--- src/rtl/dmem_pkg.sv ---
// Shared definitions for the data-memory arbiter: default widths,
// requester identifiers and the lock FSM state encoding.
package dmem_pkg;

    localparam int ADDR_W_DEF = 16;
    localparam int DATA_W_DEF = 16;

    // Requester identifiers; also the round-robin pointer and read-owner tag values
    localparam logic REQ_C = 1'b0;
    localparam logic REQ_D = 1'b1;

    typedef enum logic [1:0] {
        ST_ARB   = 2'd0,
        ST_DRAIN = 2'd1,
        ST_DLOCK = 2'd2
    } arb_state_e;

endpackage

--- src/rtl/rr_arb2.sv ---
// Two-input round-robin arbiter. Bit 0 of req/gnt is the core (C),
// bit 1 is the debug port (D). Pointer names the port that wins a tie
// and flips to the loser after every grant; force_c_i parks it on C.
module rr_arb2
    import dmem_pkg::*;
(
    input  logic       clk,
    input  logic       rst_n,
    input  logic [1:0] req_i,
    input  logic       force_c_i,
    output logic [1:0] gnt_o
);

    logic ptr_q;
    logic ptr_d;

    // Grant: a lone requester wins, a tie goes to the pointer's port
    always_comb begin
        gnt_o    = 2'b00;
        gnt_o[0] = req_i[0] & (~req_i[1] | (ptr_q == REQ_C));
        gnt_o[1] = req_i[1] & (~req_i[0] | (ptr_q == REQ_D));
    end

    // Pointer update: force to C has priority, otherwise favour the port that just lost
    always_comb begin
        ptr_d = ptr_q;
        if (force_c_i) begin
            ptr_d = REQ_C;
        end else if (gnt_o[0]) begin
            ptr_d = REQ_D;
        end else if (gnt_o[1]) begin
            ptr_d = REQ_C;
        end
    end

    // Pointer register
    always_ff @(posedge clk or negedge rst_n) begin
        if (!rst_n) begin
            ptr_q <= REQ_C;
        end else begin
            ptr_q <= ptr_d;
        end
    end

endmodule

--- src/rtl/dmem_arbiter.sv ---
// Data-memory arbiter between the core load/store path (C) and the
// debug/program-loader port (D). Registers one winning command per
// cycle onto the memory bus, steers read data back via an owner-tag
// shift register, supports an exclusive debug lock with read drain,
// and produces the core stall.
module dmem_arbiter
    import dmem_pkg::*;
#(
    parameter int ADDR_W = ADDR_W_DEF,
    parameter int DATA_W = DATA_W_DEF,
    parameter int RD_LAT = 1
) (
    input  logic              clk,
    input  logic              reset,
    input  logic              c_req,
    input  logic              c_we,
    input  logic [ADDR_W-1:0] c_addr,
    input  logic [DATA_W-1:0] c_wdata,
    output logic              c_gnt,
    output logic              c_rvalid,
    output logic [DATA_W-1:0] c_rdata,
    output logic              c_stall,
    input  logic              d_req,
    input  logic              d_we,
    input  logic [ADDR_W-1:0] d_addr,
    input  logic [DATA_W-1:0] d_wdata,
    input  logic              d_lock,
    output logic              d_gnt,
    output logic              d_rvalid,
    output logic [DATA_W-1:0] d_rdata,
    output logic              mem_en,
    output logic              mem_we,
    output logic [ADDR_W-1:0] mem_addr,
    output logic [DATA_W-1:0] mem_wdata,
    input  logic [DATA_W-1:0] mem_rdata
);

    arb_state_e state_q;
    arb_state_e state_d;

    // Read tag pipeline: stage k is visible k+1 cycles after the grant,
    // so the last stage lines up with mem_rdata.
    logic [RD_LAT:0] vld_q;
    logic [RD_LAT:0] own_q;

    logic              c_pend_q;
    logic              c_pend_d;
    logic [DATA_W-1:0] c_rdata_q;
    logic [DATA_W-1:0] d_rdata_q;

    logic              mem_en_q;
    logic              mem_we_q;
    logic [ADDR_W-1:0] mem_addr_q;
    logic [DATA_W-1:0] mem_wdata_q;

    logic       c_arb_en;
    logic       d_arb_en;
    logic       core_ok;
    logic       in_flight;
    logic       force_c;
    logic       any_gnt;
    logic       rd_gnt;
    logic [1:0] arb_req;
    logic [1:0] arb_gnt;

    // A read whose data lands this cycle is complete; only earlier stages count as in flight
    assign in_flight = |vld_q[RD_LAT-1:0];

    // The core may issue a new access once its outstanding read returns
    assign core_ok = ~c_pend_q | c_rvalid;

    // FSM state register
    always_ff @(posedge clk or negedge reset) begin
        if (!reset) begin
            state_q <= ST_ARB;
        end else begin
            state_q <= state_d;
        end
    end

    // FSM next state: lock request drains outstanding reads before granting exclusivity
    always_comb begin
        state_d = state_q;
        case (state_q)
            ST_ARB: begin
                if (d_lock) state_d = ST_DRAIN;
            end
            ST_DRAIN: begin
                if (!d_lock)        state_d = ST_ARB;
                else if (!in_flight) state_d = ST_DLOCK;
            end
            ST_DLOCK: begin
                if (!d_lock) state_d = ST_ARB;
            end
            default: state_d = ST_ARB;
        endcase
    end

    // FSM outputs: which ports may compete this cycle, and pointer reset on lock exit
    always_comb begin
        c_arb_en = reset & (state_q == ST_ARB);
        d_arb_en = reset & ((state_q == ST_ARB) | (state_q == ST_DLOCK));
        force_c  = (state_q == ST_DLOCK) & ~d_lock;
    end

    assign arb_req = {d_req & d_arb_en, c_req & c_arb_en & core_ok};

    rr_arb2 u_rr_arb2 (
        .clk       (clk),
        .rst_n     (reset),
        .req_i     (arb_req),
        .force_c_i (force_c),
        .gnt_o     (arb_gnt)
    );

    assign c_gnt   = arb_gnt[0];
    assign d_gnt   = arb_gnt[1];
    assign any_gnt = c_gnt | d_gnt;
    assign rd_gnt  = (c_gnt & ~c_we) | (d_gnt & ~d_we);

    // Command register: capture the winner's command, strobe only after a grant
    always_ff @(posedge clk or negedge reset) begin
        if (!reset) begin
            mem_en_q    <= 1'b0;
            mem_we_q    <= 1'b0;
            mem_addr_q  <= '0;
            mem_wdata_q <= '0;
        end else begin
            mem_en_q <= any_gnt;
            if (any_gnt) begin
                mem_we_q    <= d_gnt ? d_we    : c_we;
                mem_addr_q  <= d_gnt ? d_addr  : c_addr;
                mem_wdata_q <= d_gnt ? d_wdata : c_wdata;
            end
        end
    end

    assign mem_en    = mem_en_q;
    assign mem_we    = mem_we_q;
    assign mem_addr  = mem_addr_q;
    assign mem_wdata = mem_wdata_q;

    // Tag pipeline entry: valid for reads only, owner is the granted port
    always_ff @(posedge clk or negedge reset) begin
        if (!reset) begin
            vld_q[0] <= 1'b0;
            own_q[0] <= REQ_C;
        end else begin
            vld_q[0] <= rd_gnt;
            own_q[0] <= d_gnt ? REQ_D : REQ_C;
        end
    end

    generate
        for (genvar gi = 1; gi <= RD_LAT; gi++) begin : g_tag
            // Tag pipeline shift stage
            always_ff @(posedge clk or negedge reset) begin
                if (!reset) begin
                    vld_q[gi] <= 1'b0;
                    own_q[gi] <= REQ_C;
                end else begin
                    vld_q[gi] <= vld_q[gi-1];
                    own_q[gi] <= own_q[gi-1];
                end
            end
        end
    endgenerate

    assign c_rvalid = vld_q[RD_LAT] & (own_q[RD_LAT] == REQ_C);
    assign d_rvalid = vld_q[RD_LAT] & (own_q[RD_LAT] == REQ_D);

    // Read data holding registers keep the last returned word between responses
    always_ff @(posedge clk or negedge reset) begin
        if (!reset) begin
            c_rdata_q <= '0;
            d_rdata_q <= '0;
        end else begin
            if (c_rvalid) c_rdata_q <= mem_rdata;
            if (d_rvalid) d_rdata_q <= mem_rdata;
        end
    end

    assign c_rdata = c_rvalid ? mem_rdata : c_rdata_q;
    assign d_rdata = d_rvalid ? mem_rdata : d_rdata_q;

    // Core read outstanding flag: set on a core read grant, cleared when its data returns
    always_comb begin
        c_pend_d = c_pend_q & ~c_rvalid;
        if (c_gnt & ~c_we) c_pend_d = 1'b1;
    end

    // Core pending register
    always_ff @(posedge clk or negedge reset) begin
        if (!reset) begin
            c_pend_q <= 1'b0;
        end else begin
            c_pend_q <= c_pend_d;
        end
    end

    // Stall covers an unserved request and a read that has not yet returned,
    // including one granted this very cycle
    assign c_stall = reset & ((c_req & ~c_gnt) | (c_gnt & ~c_we) | (c_pend_q & ~c_rvalid));

endmodule

--- config.mk ---
export PLATFORM = sky130hd
export DESIGN_NAME = dmem_arbiter
export DESIGN_NICKNAME = d
export VERILOG_FILES = /design/src/rtl/dmem_pkg.sv /design/src/rtl/rr_arb2.sv /design/src/rtl/dmem_arbiter.sv
export SDC_FILE = /design/constraint.sdc
export NUM_CORES = 1
export LEC_CHECK = 0
export BUFFER_PORTS_ARGS = -buffer_cell sky130_fd_sc_hd__buf_2
export CORE_MARGIN = 8
export CORE_UTILIZATION = 42
export CTS_BUF_LIST = sky130_fd_sc_hd__clkbuf_2 sky130_fd_sc_hd__clkbuf_4 sky130_fd_sc_hd__clkbuf_8
export DETAILED_ROUTE_END_ITERATION = 12
export PLACE_DENSITY = 0.78
export SYNTH_ARGS = -nofsm -noshare
export SYNTH_HDL_FRONTEND = slang
export SYNTH_SLANG_ARGS = --single-unit
--- constraint.sdc ---
create_clock -name clk -period 1.47 [get_ports clk]
set_input_delay 0.147 -clock clk [delete_from_list [all_inputs] [get_ports clk]]
set_output_delay 0.147 -clock clk [all_outputs]
set_load 0.01 [all_outputs]
### Word level (Yosys, flattened, before mapping)

Index checks and enable logic that the tools add are counted.

* register bits: 74
* input bits: 87
* output and inout bits: 71

* equal/unequal tests: 5
* multiplexer cells: 15
* bitwise gates (word level): 33
* reduce and logical (&&, ||, !) cells: 3

Operators by type and width (count)
* $mux 16: 4
* $and 1x1->1: 15
* $not 1->1: 10
* $mux 2: 4
* $or 1x1->1: 8
* $mux 1: 6
* $pmux 2 s3: 1
* $ne 2x2->1 const B: 2
* $ne 3x3->1 const B: 1
* $reduce_and 3->1: 1
* $reduce_bool 3->1: 1
* $eq 2x1->1 const B: 1
* $eq 2x2->1 const B: 1
* $logic_not 2->1: 1

### Longest topological paths before layout

* depth after elaboration: 12
* gate-level depth with buffers: 7

### Hierarchy

From an unflattened synthesis, not the netlist that was laid out.

* cell total of the unflattened synthesis: 246
* area, all modules: 3125.5 um^2

By module, submodules not included
* dmem_arbiter: instances 1, cells an instance 240, area an instance 3061.7 um^2
* rr_arb2: instances 1, cells an instance 6, area an instance 63.8 um^2

### Least setup slack after synthesis

No wires, ideal clock.

* path type: register -> register
* start point: register state_q[1]
* end point: register mem_we_q, in the netlist mem_we
* data arrival time: 1.442 ns
* slack: -0.091 ns
* stages on the path, launching flop included: 6
* path buffers: 1
* clock period less this slack: 1.561 ns
* cell sequence: dfrtp_1 > nand2b_4 > a2111oi_4 > buf_6 > o2bb2ai_2 > o21ba_1

* longest elaborated chain between the ends: 8

RTL lines
* start: declaration: RTL line dmem_arbiter.sv:38 `arb_state_e state_q;`
* start signal: assignment: RTL line dmem_arbiter.sv:77 `state_q <= state_d;`
* $eq 2x2->1 or $logic_not 2->1 (tied branches): RTL line dmem_arbiter.sv:102, dmem_arbiter.sv:101
* $or 1x1->1: RTL line dmem_arbiter.sv:102 `d_arb_en = reset & ((state_q == ST_ARB) | (state_q == ST_DLOCK));`
* $and 1x1->1: RTL line dmem_arbiter.sv:102
* $and 1x1->1: RTL line dmem_arbiter.sv:106 `assign arb_req = {d_req & d_arb_en, c_req & c_arb_en & core_ok};`
* $not 1->1: RTL line rr_arb2.sv:20 `gnt_o[0] = req_i[0] & (~req_i[1] | (ptr_q == REQ_C));`
* $or 1x1->1: RTL line rr_arb2.sv:20
* $and 1x1->1 *: RTL line rr_arb2.sv:20
* named net c_gnt: RTL line dmem_arbiter.sv:19 `output logic c_gnt,`
* $or 1x1->1 *: RTL line dmem_arbiter.sv:118 `assign any_gnt = c_gnt | d_gnt;`
* end signal: assignment: RTL line dmem_arbiter.sv:131 `mem_we_q <= d_gnt ? d_we : c_we;`
* end: declaration: RTL line dmem_arbiter.sv:52 `logic mem_we_q;`

Mark *: on every way through the listed nets, which the timed path passes. The rest lies on a longest branch.
A chain may end at the register's enable or synchronous reset.

### Worst setup path after layout

* start point: register vld_q[1]
* end point: output d_rdata[3]

* longest elaborated chain between the ends: 2

RTL lines
* start: declaration: RTL line dmem_arbiter.sv:43 `logic [RD_LAT:0] vld_q;`
* start signal: indexed assignment: RTL line dmem_arbiter.sv:162 `vld_q[gi] <= vld_q[gi-1];`
* $and 1x1->1: RTL line dmem_arbiter.sv:170 `assign d_rvalid = vld_q[RD_LAT] & (own_q[RD_LAT] == REQ_D);`
* $mux 16: RTL line dmem_arbiter.sv:184 `assign d_rdata = d_rvalid ? mem_rdata : d_rdata_q;`
* end: declaration: RTL line dmem_arbiter.sv:30 `output logic [DATA_W-1:0] d_rdata,`

No other way between the ends.

==> summary.md <==
| Metric | Value |
|---|---|
| Outcome | `finished with violations` |
| Failing checks | `setup timing` |
| Share of layout cells above drive strength 1 | `75.5%` |
| TritonCTS buffer count | `9` |
| Unique masters post-synth | `29` |
| PD cells | `1910 mW/mm^2` |
| Leakage Power | `2.78 nW` |
| CP arrival | `1.59 ns` |
| Peak Freq | `575 MHz` |
| Site Rows | `31` |
| Yosys warnings | `0` |
| Setup crit start kind | `flip-flop` |
| Final Setup Violations | `70` |
| Starting density of the core | `43.0%` |
| Area Overhead vs Synth | `80.7%` |
| Post-synth top area cell | `dfrtp_1` |
| Crit path capture type | `output port` |
| Fin Setup TNS | `-10.93 ns` |
| RSZ-0062 raised after global routing | `yes` |
| Hold Crit Class | `in -> async` |
| Worst R2R End | `mem_we` |
| Highest fanout seen on the critical path | `17` |
| Antenna-violating nets left | `0` |
| Skew-Pair Late Insertion Delay | `0.33 ns` |
| DIE AREA | `0.0104 sq mm` |
| Main flop type after synthesis | `dfrtp_1` |
| Initial antenna violation count | `0` |
| Reg2reg start | `own_q[1]` |
| Clock tree from TritonCTS | `built` |
| Post-DP Area | `0.00412 sq mm` |
| H-tree Lvls | `3` |
| Synthesized area per cell | `12.4 sq um` |
| Largest net degree at the start of global routing | `66` |
| Vias | `2887` |
| Post-Syn Instances | `251` |
| Final Cycle Share | `118%` |
| Syn nets | `338` |
| CP Class | `reg -> out` |
| DP Worst Slack | `-0.118 ns` |
| Global route total overflow | `0` |
| Drt drc | `0` |
| Worst R2R Setup Slack | `-0.17 ns` |
| Inst Count DP | `514` |
| Worst slew pin tran | `0.814 ns` |
| Multi-input logic area | `0.00170 sq mm` |
| Root buf cell | `clkbuf_8` |
| Min cycle time layout | `1.74 ns` |
| I/O pin cnt | `158` |
| DRT Pass-1 Iters | `4` |
| Post-route core utilization | `77.8%` |
| Finished Layout Cells | `576` |
| Die width | `102 um` |
| Die Y | `102 um` |
| CTS Buffer Depth | `2` |
| Placeable Area | `0.00721 sq mm` |
| Initial drt markers | `99` |
| Dpl hpwl | `6470 um` |
| WL per Instance | `20.9 um` |
| Total GRT Usage | `20.0%` |
| Clock-pin slew on the worst setup and hold paths | `0.08 ns` |
| Routability Congestion | `0.802` |
| Register area share after synthesis | `59.7%` |
| Rel. slew slack | `45.7%` |
| Post-Syn Area | `0.00310 sq mm` |
| Final worst setup slack | `-0.269 ns` |
| R2R cell count | `6` |
| EDFF count, synth | `0` |
| Fillers | `432` |
| Peak supply drop | `779 uV` |
| Max capacitance violation total | `0` |
| Pins Over Slew Limit | `0` |
| Required @ worst endpoint | `1.32 ns` |
| FF/Latch Area | `0.00185 sq mm` |
| Vias in the first global route | `3182` |
| Asr flop ratio synth | `100%` |
| Number of vias per cell | `5.01` |
| Drt total wl | `12000 um` |
| Hold Violations, Final | `0` |
| Fin nets | `559` |
| Final instance area | `0.00561 sq mm` |
| Top cell type's share of synthesized area | `59.7%` |
| First-pass GRT wire length | `16300 um` |
| Seq cells post-synth | `74` |
| Hold Slack | `0.0438 ns` |
| Tot Pwr | `10.7 mW` |
| Worst Skew | `0.00918 ns` |
| Synth top area cells | `dfrtp_1 (60%), o221a_2 (10%), nand2_1 (6.7%)` |
| PortBufs | `157` |
| Antenna diode count | `0` |
| # clock sinks | `74` |
[flip-flops by register name, summed over array words and instances (netlist names), 2 cells and up]
register	flops
c_rdata_q	16
d_rdata_q	16
mem_addr	16
mem_wdata	16
own_q	2
state_q	2
[cell usage in the layout (no fill, tap or decap), drive strengths merged, types with 2 or more instances in the layout]
cell	netlist	layout
nand2	55	55
clkinv	1	3
inv	4	4
o21a	2	2
clkbuf	3	13
or2b	2	2
bufinv	0	2
o221a	32	32
dfrtp	74	74
buf	12	223
mux2	16	16
nand2b	33	33
nor2b	4	4
[kinds of logic (layout without fill, tap and decap cells)]
group                  after synthesis  after routing  synth area share (%)
and+or+nand+nor                     99             99                  16.0
DFF                                 74             74                  59.7
AOI/OAI and AO/OA                   42             42                  15.1
buffers and inverters               20            246                  3.43
muxes                               16             16                  5.80
[worst max path at each step]
stage | slack [ns] | depth (start not counted) | end | startpoint
finish | -0.27 | 4 | d_rdata[3] | vld_q[1]
global placement | -0.09 | 5 | mem_we | own_q[1]
global route | -0.32 | 4 | c_gnt | own_q[1]
detailed placement | -0.12 | 6 | mem_addr[11] | own_q[1]
CTS | -0.25 | 4 | d_rdata[4] | vld_q[1]
floorplan | -0.08 | 5 | mem_we | u_rr_arb2.ptr_q
[repair_timing]
| item | CTS | global route |
|---|---|---|
| endpoints found under the hold margin | 9 | 0 |
| resized for setup | 95 | 117 |
| setup endpoints to repair | 69 | 80 |
| gates cloned | 4 | 1 |
| setup buffers | 52 | 15 |
| pin swaps | 31 | 31 |
| hold buffers | 1 | 0 |
[power breakdown]
group          internal, mW  switching (mW)  total, mW
Sequential             2.94           0.594       3.53
Combinational          3.01            2.38       5.39
Clock                  1.07           0.754       1.82
Total                  7.01            3.73       10.7
[worst max-delay path, stage by stage (launching register included)]
cell,delay [ns]
dfrtp_1,0.41
nand2_1,0.11
buf_12,0.17
mux2_2,0.39
buf_2,0.16
[cell type report]
cell class,count,share of cell area (%)
Inverter,5,0.602
Sequential cell,74,33.0
Timing Repair Buffer,225,29.8
Clock inverter,4,1.32
Multi-Input combinational cell,157,30.2
Tap cell,99,2.21
Clock buffer,12,2.83
[metal layers]
layer | up-vias | GRT usage, % | wire length (um)
met3 | 25 | 5.99 | 799
met4 | 0 | 7.00 | 272
met1 | 1408 | 23.8 | 4710
met2 | 136 | 33.5 | 6250
met5 | - | 0 | 0
li1 | 1318 | - | -
[cell usage after synthesis, types with 2 or more instances]
library cell  count
dfrtp_1          74
nand2b_4          2
o221a_1           4
buf_2             7
clkbuf_1          3
buf_4             4
o21a_1            2
mux2_2           16
or2b_1            2
nor2b_1           4
nand2_1          55
inv_1             4
nand2b_1         31
o221a_2          28
(Power assumes the default switching activity.)
